--- config.mk ---
export PLATFORM = sky130hd
export DESIGN_NAME = pattern_frame_writer
export DESIGN_NICKNAME = d
export VERILOG_FILES = /design/src/rtl/pattern_frame_writer.sv
export SDC_FILE = /design/constraint.sdc
export NUM_CORES = 1
export LEC_CHECK = 0
export CORE_MARGIN = 4
export CORE_UTILIZATION = 45
export CTS_BUF_LIST = sky130_fd_sc_hd__clkbuf_2 sky130_fd_sc_hd__clkbuf_4 sky130_fd_sc_hd__clkbuf_8
export DETAILED_ROUTE_END_ITERATION = 16
export PLACE_DENSITY = 0.76
export SETUP_SLACK_MARGIN = 0.02
export SLEW_MARGIN = 20
export SYNTH_ARGS = -nofsm -noshare
export SYNTH_HDL_FRONTEND = slang
export SYNTH_SLANG_ARGS = --single-unit
export TNS_END_PERCENT = 50
--- constraint.sdc ---
create_clock -name clk_i -period 6.3 [get_ports clk_i]
set_clock_uncertainty 0.2 [all_clocks]
set_input_delay 1.26 -clock clk_i [delete_from_list [all_inputs] [get_ports clk_i]]
set_output_delay 1.26 -clock clk_i [all_outputs]
set_load 0.01 [all_outputs]
--- src/rtl/pattern_frame_writer.sv ---
// Fills a frame buffer with a selectable test pattern (solid, stripe, checker, ramp)
// over a valid/ready write port, with single-shot or continuous frames and abort.
module pattern_frame_writer #(
  parameter int                ADDR_W    = 16,
  parameter int                DATA_W    = 16,
  parameter int                NUM_WORDS = 24000,
  parameter int                PERIOD    = 50,
  parameter logic [DATA_W-1:0] FG        = '1,
  parameter logic [DATA_W-1:0] BG        = '0
) (
  input  logic              clk_i,
  input  logic              reset_i,
  input  logic              start_i,
  input  logic              abort_i,
  input  logic [1:0]        mode_i,
  input  logic              repeat_en_i,
  output logic [ADDR_W-1:0] wr_addr_o,
  output logic [DATA_W-1:0] wr_data_o,
  output logic              wr_valid_o,
  input  logic              wr_ready_i,
  output logic              busy_o,
  output logic              done_o,
  output logic [15:0]       frame_cnt_o
);

  localparam int                PH_W      = (PERIOD > 1) ? $clog2(PERIOD) : 1;
  localparam logic [PH_W-1:0]   PH_LAST   = PH_W'(PERIOD - 1);
  localparam logic [ADDR_W-1:0] ADDR_LAST = ADDR_W'(NUM_WORDS - 1);

  typedef enum logic [1:0] {
    ST_IDLE  = 2'd0,
    ST_WRITE = 2'd1,
    ST_DONE  = 2'd2
  } state_t;

  state_t            state_q;
  logic [1:0]        mode_q;
  logic              repeat_q;
  logic [ADDR_W-1:0] addr_q;
  logic [DATA_W-1:0] data_q;
  logic              valid_q;
  logic              busy_q;
  logic              done_q;
  logic [15:0]       frame_cnt_q;
  logic [PH_W-1:0]   phase_q;
  logic              stripe_q;

  logic              xfer_d;
  logic              last_d;
  logic              phase_wrap_d;
  logic [PH_W-1:0]   phase_d;
  logic              stripe_d;
  logic [ADDR_W-1:0] addr_d;

  // phase_q tracks addr mod PERIOD and stripe_q tracks floor(addr/PERIOD) parity,
  // so the checker and stripe patterns need no divider.
  function automatic logic [DATA_W-1:0] pattern_word(
    input logic [1:0]        m,
    input logic [ADDR_W-1:0] a,
    input logic              ph_zero,
    input logic              stripe
  );
    logic [DATA_W-1:0] w;
    case (m)
      2'd0:    w = FG;
      2'd1:    w = ph_zero ? FG : BG;
      2'd2:    w = stripe ? BG : FG;
      default: w = DATA_W'(a);
    endcase
    return w;
  endfunction

  always_comb begin
    xfer_d       = valid_q & wr_ready_i;
    last_d       = (addr_q == ADDR_LAST);
    phase_wrap_d = (phase_q == PH_LAST);
    phase_d      = phase_wrap_d ? '0 : phase_q + PH_W'(1);
    stripe_d     = stripe_q ^ phase_wrap_d;
    addr_d       = addr_q + ADDR_W'(1);
  end

  always_ff @(posedge clk_i) begin
    if (reset_i) begin
      state_q     <= ST_IDLE;
      mode_q      <= 2'd0;
      repeat_q    <= 1'b0;
      addr_q      <= '0;
      data_q      <= '0;
      valid_q     <= 1'b0;
      busy_q      <= 1'b0;
      done_q      <= 1'b0;
      frame_cnt_q <= 16'd0;
      phase_q     <= '0;
      stripe_q    <= 1'b0;
    end else begin
      done_q <= 1'b0;
      unique case (state_q)
        ST_IDLE: begin
          if (start_i && !abort_i) begin
            state_q  <= ST_WRITE;
            mode_q   <= mode_i;
            repeat_q <= repeat_en_i;
            addr_q   <= '0;
            data_q   <= pattern_word(mode_i, '0, 1'b1, 1'b0);
            phase_q  <= '0;
            stripe_q <= 1'b0;
            valid_q  <= 1'b1;
            busy_q   <= 1'b1;
          end
        end
        ST_WRITE: begin
          // The final transfer still counts even when abort arrives with it.
          if (xfer_d && last_d) begin
            frame_cnt_q <= frame_cnt_q + 16'd1;
          end
          if (abort_i) begin
            state_q <= ST_IDLE;
            valid_q <= 1'b0;
            busy_q  <= 1'b0;
          end else if (xfer_d) begin
            if (last_d) begin
              if (repeat_q) begin
                addr_q   <= '0;
                data_q   <= pattern_word(mode_q, '0, 1'b1, 1'b0);
                phase_q  <= '0;
                stripe_q <= 1'b0;
              end else begin
                state_q <= ST_DONE;
                valid_q <= 1'b0;
                busy_q  <= 1'b0;
                done_q  <= 1'b1;
              end
            end else begin
              addr_q   <= addr_d;
              data_q   <= pattern_word(mode_q, addr_d, (phase_d == '0), stripe_d);
              phase_q  <= phase_d;
              stripe_q <= stripe_d;
            end
          end
        end
        ST_DONE: begin
          state_q <= ST_IDLE;
        end
        default: begin
          state_q <= ST_IDLE;
          valid_q <= 1'b0;
          busy_q  <= 1'b0;
        end
      endcase
    end
  end

  assign wr_addr_o   = addr_q;
  assign wr_data_o   = data_q;
  assign wr_valid_o  = valid_q;
  assign busy_o      = busy_q;
  assign done_o      = done_q;
  assign frame_cnt_o = frame_cnt_q;

endmodule
# Word-level counts from Yosys, hierarchy flattened

Index checks and enable logic that the tools add are counted.
W data, S select, Z words.

Flip-flop bits (word level): 62
Bits of input ports: 8
Output and inout port bits: 51
Logic and storage cells: 93

$add $sub $neg: 3
Equality and inequality tests: 15
Multiplexer cells: 43
Bitwise gates (word level): 6
Reductions and logical operators: 16

Operators with widths:

| operator                | number |
|---|---|
| $mux W16                | 14 |
| $pmux W16 S2            | 2 |
| $pmux W16 S3            | 1 |
| $mux W6                 | 6 |
| $add A16 B1 Y16 const B | 2 |
| $eq A16 B15 Y1 const B  | 1 |
| $ne A3 B3 Y1 const B    | 4 |
| $pmux W6 S2             | 1 |
| $mux W1                 | 11 |
| $mux W2                 | 5 |
| $reduce_and A5 Y1       | 2 |
| $add A6 B1 Y6 const B   | 1 |
| $eq A2 B1 Y1 const B    | 3 |
| $eq A2 B2 Y1 const B    | 3 |
| $eq A6 B6 Y1 const B    | 1 |
| $logic_not A2 Y1        | 3 |
| $logic_not A6 Y1        | 1 |
| $ne A2 B2 Y1 const B    | 3 |
| $reduce_or A3 Y1        | 2 |
| $reduce_or A5 Y1        | 1 |
| $not A1 Y1              | 4 |
| $pmux W2 S2             | 1 |
| $reduce_and A2 Y1       | 2 |
| $reduce_and A4 Y1       | 1 |
| 7 further kinds         | 8 |

# Logic depth before layout (Yosys ltp)

Gate-level depths: netlist (run 1).

Depth after elaboration: 9
Gate-level depth with buffers: 8
Depth with buffers taken out: 7

# Worst setup path before layout (run 1)

No wires, ideal clock.

Kind: input to register
From: input abort_i
To: register data_q[8], in the netlist wr_data_o[8]
Library setup time: 0.086 ns
Data arrival time: 2.764 ns
Required time: 6.014 ns
Path slack: 3.251 ns
Stages: 5
Path buffers: 0
Cells stage by stage: or2_2 > or4b_2 > o21bai_1 > and2_1 > a211oi_1

Cells in the longest elaborated chain, start to end: 4
Elaborated cells between the ends (all ways): 5
Classes of those cells: 2 x eq/ne; 3 x reduce/logical

Ends and longest elaborated chain:

| item                            | RTL line | source |
|---|---|---|
| start: declaration              | 14       | `input logic abort_i,` |
| $logic_not A1 Y1                | 99       | `if (start_i && !abort_i) begin` |
| $logic_and A1 B1 Y1             | 99       |  |
| $ne A2 B2 Y1 (no line)          | --       |  |
| $reduce_and A5 Y1 (no line) (*) | --       |  |
| end signal: assignment          | 104      | `data_q <= pattern_word(mode_i, '0, 1'b1, 1'b0);` |
| end signal: assignment          | 124      | `data_q <= pattern_word(mode_q, '0, 1'b1, 1'b0);` |
| end signal: assignment          | 135      | `data_q <= pattern_word(mode_q, addr_d, (phase_d == '0), stripe_d);` |
| end: declaration                | 40       | `logic [DATA_W-1:0] data_q;` |

Mark *: on every way between the ends. The rest lies on a longest branch, timed or not.
A chain may end at the register's enable or synchronous reset.

# Final worst setup path (run 1)

From: input abort_i
To: register addr_q[10], in the netlist wr_addr_o[10]

Cells in the longest elaborated chain, start to end: 4
Elaborated cells between the ends (all ways): 5
Classes of those cells: 2 x eq/ne; 3 x reduce/logical

Ends and longest elaborated chain:

| item                            | RTL line | source |
|---|---|---|
| $logic_not A1 Y1                | 99       |  |
| $logic_and A1 B1 Y1             | 99       |  |
| $ne A2 B2 Y1 (no line)          | --       |  |
| $reduce_and A5 Y1 (no line) (*) | --       |  |
| end signal: assignment          | 134      | `addr_q <= addr_d;` |
| end: declaration                | 39       | `logic [ADDR_W-1:0] addr_q;` |

Marked as above.

==> results by group, run 1 <==
Status
  • Result of the run: completed

Logic synthesis
  • Largest cells by area after synthesis: sky130_fd_sc_hd__dfxtp_1, sky130_fd_sc_hd__nor2_1, sky130_fd_sc_hd__xnor2_1
  • Average cell area after synthesis: 8.13 um^2
  • Post-synthesis share of cell area spent on full adders, half adders and majority gates: between 1.5 and 2%
  • Post-synth EDFFs: 0
  • Area share of and/or/nand/nor cells after synthesis: roughly 30%
  • Dominant cell type by area after synthesis: sky130_fd_sc_hd__dfxtp_1
  • Number of nets in the synthesized netlist: around 420
  • Proportion of synthesized chip area in sequential cells: 37.3%
  • Multiplexer area fraction after synthesis: approximately 1.9%
  • Share of async-settable or async-resettable flops after synthesis: 0%
  • Post-Syn Instances: a little over 400
  • Compound-cell area share of the yosys netlist: 18.4%
  • Distinct cell type count after synthesis: 59
  • Netlist Area Pre-Place: 3330 um^2
  • Flip-flop and latch count after synthesis: just over 60
  • Share of the synthesized area in the top cell type: 37.3%
  • Most used DFF post-synth: sky130_fd_sc_hd__dfxtp_1
  • Dominant combinational cell family by area after synthesis: simple AND/OR/NAND/NOR gates
  • Yosys Warn Count: 0
  • Post-Synth XOR/XNOR Area: 6.58%

Die
  • Standard-cell rows: 31
  • Standard cell core area: slightly above 7000 um^2
  • Die X: 94.0 um
  • I/O Pins: 59
  • Height of the chip: 94.0 um
  • Floorplan die area: 8830 um^2
  • Initial standard-cell utilization of the core: 46.1%

Final layout
  • Nets: 470
  • Count of inserted antenna diode cells: 0
  • Layout cell share with drive strength beyond 1: 8.86%
  • Signed area change from the synthesized netlist to the final layout: 25.0%
  • Footprint of the flip-flops and latches: approximately 1200 um^2
  • Filler-free cell count of the finished design: 562
  • Area taken by multi-input logic gates: 1940 um^2
  • Most common library cell in the layout ignoring fill and taps: sky130_fd_sc_hd__dfxtp_1
  • Commonest non-fill, non-tap cells in the layout: sky130_fd_sc_hd__dfxtp_1, sky130_fd_sc_hd__clkdlybuf4s50_1, sky130_fd_sc_hd__nor2_1
  • Fill cells: 681
  • Post-route core utilization: 57.6%

Clocking
  • Total clock sinks: 62
  • Post-CTS clock slew at the launch and capture registers of the worst setup and hold paths: 70 ps
  • # H-tree levels: 3
  • Post-CTS resize count: 0
  • Hold buffers post-CTS: 0
  • Number of buffers created by CTS: 9
  • Buffer type at the clock tree root: sky130_fd_sc_hd__clkbuf_8
  • Post CTS Setup Buffer Count: 0
  • Max clock buf depth: 2
  • Clock tree from TritonCTS: yes
  • Clock latency at the later pin of the worst-skew pair: 340 ps

STA
  • Setup slack of the critical path after layout: 2690 ps
  • Min Clock Period, post-route: 3610 ps
  • Number of endpoints with negative hold slack in the final report: 0
  • Tightest slew margin relative to the limit: about a third
  • Setup-failing EPs final: 0
  • Setup TNS: 0 ps
  • Slew of the pin with the lowest slew margin: 970 ps
  • Final Cycle Share: 57.3%
  • Upper clock frequency limit: 0.277 GHz
  • Max-slew violations: 0
  • RSZ-0062 raised after global routing: false
  • Post-route worst hold slack: 261 ps

Critical path
  • Biggest fanout along the worst timing path: 10
  • Critical Setup Path Class: in2reg
  • Number of buffers and inverters on the critical path: 1
  • Number of cells on the critical path: 6
  • Top Family by Delay on Critical Path: simple AND/OR/NAND/NOR gates
  • Maximum single-stage delay on the critical path: 580 ps
  • Signal arrival time at the worst endpoint: 3680 ps
  • Cells along the critical path: clkdlybuf4s50_1 -> or2_2 -> a21oi_1 -> nand3_1 -> or3b_2 -> a21oi_1
  • Startpoint type of the worst setup path: input pin
  • Most used cell, CP: sky130_fd_sc_hd__a21oi_1
  • Cell with the biggest individual delay on the critical path: sky130_fd_sc_hd__or3b_2
  • Endpoint required time on the critical path: 6370 ps
  • Critical path capture point type: flip-flop
  • Worst Reg2Reg Path Length in Cells: 6

Route
  • Wl on met1: 3.82 mm
  • Sum of met3 wire segment lengths after detailed routing: about 580 um
  • Topmost layer with routed signal wires: met4
  • Number of routed nets with antenna violations: 0
  • Detailed router's first-iteration violation count: 217
  • Mean number of vias per cell: between 5 and 6
  • DRC Markers: 0
  • Routed len/inst: 15.2 um
  • Vias post-DR: about 3200
  • First-pass detailed-route iteration total: 4
  • Detail Route met2 WL: 4.06 mm
  • DRT Wirelength: 8.56 mm

Pwr
  • PwrDens: 201 nW/um^2
  • LEAKAGE: 1.33 nW
  • IR drop worst, VDD: 0.0887 mV

Global route
  • Maximum number of pins on one net before global-route repair: 48
  • First-pass GRT wire length: 14.2 mm
  • Combined global-route utilization of all metal layers: 20.0%
  • Antenna violations before repair: 0
  • Vias in the first global route: 2948
  • Remaining global-route overflow: 0

Place
  • Place WS: 2410 ps
  • Port bufs: 58
  • Routability cong.: approximately 0.91
  • Estimated wirelength of the detail-placed design: 6.13 mm
  • DP Cell Count: 546

Run
  • Max-Cap Viols: 0

Worst hold path
  • Hold WC Path Type: reg2reg
  • Number of stages on the worst hold path: 2
[cell type report]
class | count | area share (%)
Clock inverter | 4 | 1.08
Multi-Input combinational cell | 314 | 46.8
Clock buffer | 12 | 3.82
Tap cell | 99 | 2.98
Timing Repair Buffer | 62 | 14.7
Sequential cell | 62 | 29.9
Inverter | 9 | 0.813
[sequential cells by signal (all words and copies together) (netlist names)]
name / count
state_q: 2
repeat_q: 1
stripe_q: 1
phase_q: 6
wr_data_o: 16
frame_cnt_o: 16
wr_addr_o: 16
busy_o: 1
done_o: 1
mode_q: 2
[power by group]
group,internal (mW),switching [mW],leakage (nW)
Combinational,0.0337,0.0390,0.718
Clock,0.207,0.149,0.110
Sequential,0.402,0.00739,0.503
Total,0.642,0.195,1.33
[synthesized netlist by cell type (all sizes together) (6+ instances only)]
cell type,n
dfxtp,62
nor2,44
nand2,34
nor3,28
o21ai,28
nand3,26
clkbuf,18
xnor2,18
a21oi,16
a211oi,13
inv,9
nand4,9
nor4,8
xor2,7
a221oi,6
buf,6
[worst min-delay path, stage by stage, from the launching register on]
cell and delay (ps):
sky130_fd_sc_hd__dfxtp_1 320, sky130_fd_sc_hd__nand2_1 60, sky130_fd_sc_hd__o21ai_1 50
[metrics by stage]
stage | cell area (um^2) | power (mW)
final | 4160 | 0.838
after global routing | 4160 | 0.869
after CTS | 4160 | 0.846
after detailed placement | 3950 | 0.491
after global placement | 3950 | 0.489
after floorplan | 3330 | 0.458
[final timing paths]
path	startpoint	end	slack, ps
worst max-delay path	abort_i	wr_addr_o[10]	2690
worst min-delay path	frame_cnt_o[15]	frame_cnt_o[15]	260
worst max register to register	wr_addr_o[0]	wr_data_o[6]	3200
worst min register to register	frame_cnt_o[15]	frame_cnt_o[15]	260
[cell families after synthesis]
kind of cell	Yosys count
AND/OR/NAND/NOR	186
AO/OA/AOI/OAI	93
flip-flops	62
buffers and inverters	33
XOR/XNOR	25
multiplexers	6
adder cells (fa/ha/maj)	4
[routing by layer]
layer  vias to the layer above  GRT usage (%)
li1                       1594              -
met1                      1522           27.0
met2                        88           30.4
met3                         9           4.97
met4                         0           8.18
met5                         -              0
(Power assumes the default switching activity.)
==> run 2, diff against run 1 <==
Settings changed: PLACE_DENSITY 0.76 to 0.79.
Clock period 6.3 ns to 3 ns, I/O delays scaled along.
==> run 2 against run 1 <==
  * First-iteration DRC count is 27% lower
  * Die area stayed put
  * Core utilization is 2.7 points higher
  * Sequential power is 110% higher
  * Critical path type is now reg2reg
  * Sequential share of layout area is 1.3 points lower
==> results by group, run 2 (same netlist as run 1, synthesis figures left out) <==
Route
  • DRT Wirelength: 8.91 mm
  • Detail Route met2 WL: 4.22 mm
  • Detailed router's first-iteration violation count: 159
  • Number of routed nets with antenna violations: 0
  • Mean number of vias per cell: 5.73
  • Wl on met1: 4.08 mm
  • Routed len/inst: 15.3 um
  • Vias post-DR: roughly 3300
  • DRC Markers: 0
  • Sum of met3 wire segment lengths after detailed routing: 502 um
  • Topmost layer with routed signal wires: met4
  • First-pass detailed-route iteration total: 5

Critical path
  • Critical Setup Path Class: reg2reg
  • Endpoint required time on the critical path: around 3000 ps
  • Startpoint type of the worst setup path: flip-flop
  • Critical path capture point type: flip-flop
  • Biggest fanout along the worst timing path: 18
  • Signal arrival time at the worst endpoint: 2790 ps

Die
  • I/O Pins: between 50 and 60
  • Standard-cell rows: 31
  • Die X: 94.0 um
  • Height of the chip: ~94 um
  • Initial standard-cell utilization of the core: 46.1%
  • Standard cell core area: just over 7000 um^2
  • Floorplan die area: roughly 9000 um^2

Clocking
  • Post-CTS clock slew at the launch and capture registers of the worst setup and hold paths: 70 ps
  • # H-tree levels: 3
  • Hold buffers post-CTS: 0
  • Clock tree from TritonCTS: yes
  • Max clock buf depth: 2
  • Total clock sinks: 62
  • Clock latency at the later pin of the worst-skew pair: roughly 340 ps
  • Number of buffers created by CTS: 9
  • Buffer type at the clock tree root: sky130_fd_sc_hd__clkbuf_8
  • Post CTS Setup Buffer Count: 0

Final layout
  • Most common library cell in the layout ignoring fill and taps: sky130_fd_sc_hd__dfxtp_1
  • Nets: 490
  • Commonest non-fill, non-tap cells in the layout: sky130_fd_sc_hd__dfxtp_1, sky130_fd_sc_hd__clkdlybuf4s50_1, sky130_fd_sc_hd__nor2_1
  • Fill cells: 624
  • Signed area change from the synthesized netlist to the final layout: 30.8%
  • Layout Cell Area excl Fill: between 4000 and 5000 um^2
  • Count of inserted antenna diode cells: 0
  • Layout cell share with drive strength beyond 1: 12.6%
  • Filler-free cell count of the finished design: 582

STA
  • Tightest slew margin relative to the limit: 32.0%
  • Min Clock Period, post-route: 2750 ps
  • RSZ-0062 raised after global routing: false
  • Setup TNS: 0 ps
  • Upper clock frequency limit: ~0.36 GHz
  • Slew of the pin with the lowest slew margin: approximately 1000 ps
  • Max-slew violations: 0
  • Final Cycle Share: 91.6%
  • Setup-failing EPs final: 0
  • Number of endpoints with negative hold slack in the final report: 0

Pwr
  • LEAKAGE: 1.45 nW
  • IR drop worst, VDD: 0.197 mV
  • Total Power: 1.93 mW
  • PwrDens: 443 nW/um^2

Place
  • Standard cell area after detailed placement: a little over 4000 um^2
  • Routability cong.: 0.885
  • DP Cell Count: 566
  • Port bufs: 58
  • Estimated wirelength of the detail-placed design: about 6.3 mm

Global route
  • Maximum number of pins on one net before global-route repair: 47
  • Combined global-route utilization of all metal layers: 21.0%
  • Remaining global-route overflow: 0
  • Antenna violations before repair: 0
  • Vias in the first global route: 3118
  • First-pass GRT wire length: 14.8 mm

Run
  • Max-Cap Viols: 0

Worst hold path
  • Hold WC Path Type: reg2reg

Status
  • Result of the run: completed
[run 2: cell types whose count changed in the layout (fill, tap and decap cells not counted)]
cell,before,now
sky130_fd_sc_hd__clkbuf_4,1,0
sky130_fd_sc_hd__clkinv_4,0,1
sky130_fd_sc_hd__clkinv_2,3,2
sky130_fd_sc_hd__buf_4,4,24
sky130_fd_sc_hd__clkbuf_8,11,10
sky130_fd_sc_hd__bufinv_16,1,3
[run 2: critical path: stages, from the launching register on]
cell	delay [ps]
sky130_fd_sc_hd__dfxtp_1	340
sky130_fd_sc_hd__ha_1	190
sky130_fd_sc_hd__or4b_1	480
sky130_fd_sc_hd__or4_4	580
sky130_fd_sc_hd__nor3_4	310
sky130_fd_sc_hd__nor4_1	100
sky130_fd_sc_hd__buf_4	160
sky130_fd_sc_hd__a221oi_1	280
[run 2: layout make-up]
class / count / area [um^2] / area share, %
tap: 99 / 124 / 2.85
inverter: 9 / 33.8 / 0.777
timing repair buffer: 82 / 761 / 17.5
clock buffer: 10 / 138 / 3.16
clock inverter: 6 / 109 / 2.50
sequential: 62 / 1240 / 28.5
multi-input combinational: 314 / 1940 / 44.7
[run 2: worst paths after layout]
path                   startpoint         endpoint  slack (ps)  cells after the start
hold reg to reg   frame_cnt_o[15]  frame_cnt_o[15]         270                      2
hold / removal    frame_cnt_o[15]  frame_cnt_o[15]         270                      2
setup reg to reg     wr_addr_o[0]    wr_data_o[12]         250                      7
setup / recovery     wr_addr_o[0]    wr_data_o[12]         250                      7
[run 2: report_power, final]
part           total [mW]  switching [mW]  internal (mW)
clock               0.904           0.331          0.573
sequential          0.858          0.0141          0.844
combinational       0.164          0.0871         0.0773
[run 2: metal layers]
| layer | vias up | global-route usage [%] |
|---|---|---|
| met5 | - | 0 |
| met4 | 0 | 8.42 |
| met3 | 9 | 4.65 |
| met2 | 107 | 34.2 |
| met1 | 1579 | 26.9 |
| li1 | 1637 | - |
[run 2: stage by stage]
stage | hold slack (ps) | setup WS (ps) | util (%)
after floorplan | 272 | 221 | -
after global placement | 248 | 114 | 56.9
after detailed placement | 265 | 95.6 | 56.9
after CTS | 275 | 161 | 60.3
after global routing | 295 | 81.8 | 60.3
final | 270 | 251 | 60.3
[run 2: what timing repair did]
action | in CTS | in global routing
gates resized for setup | 0 | 0
hold endpoints to repair | 0 | 0
setup endpoints to repair | 0 | 4
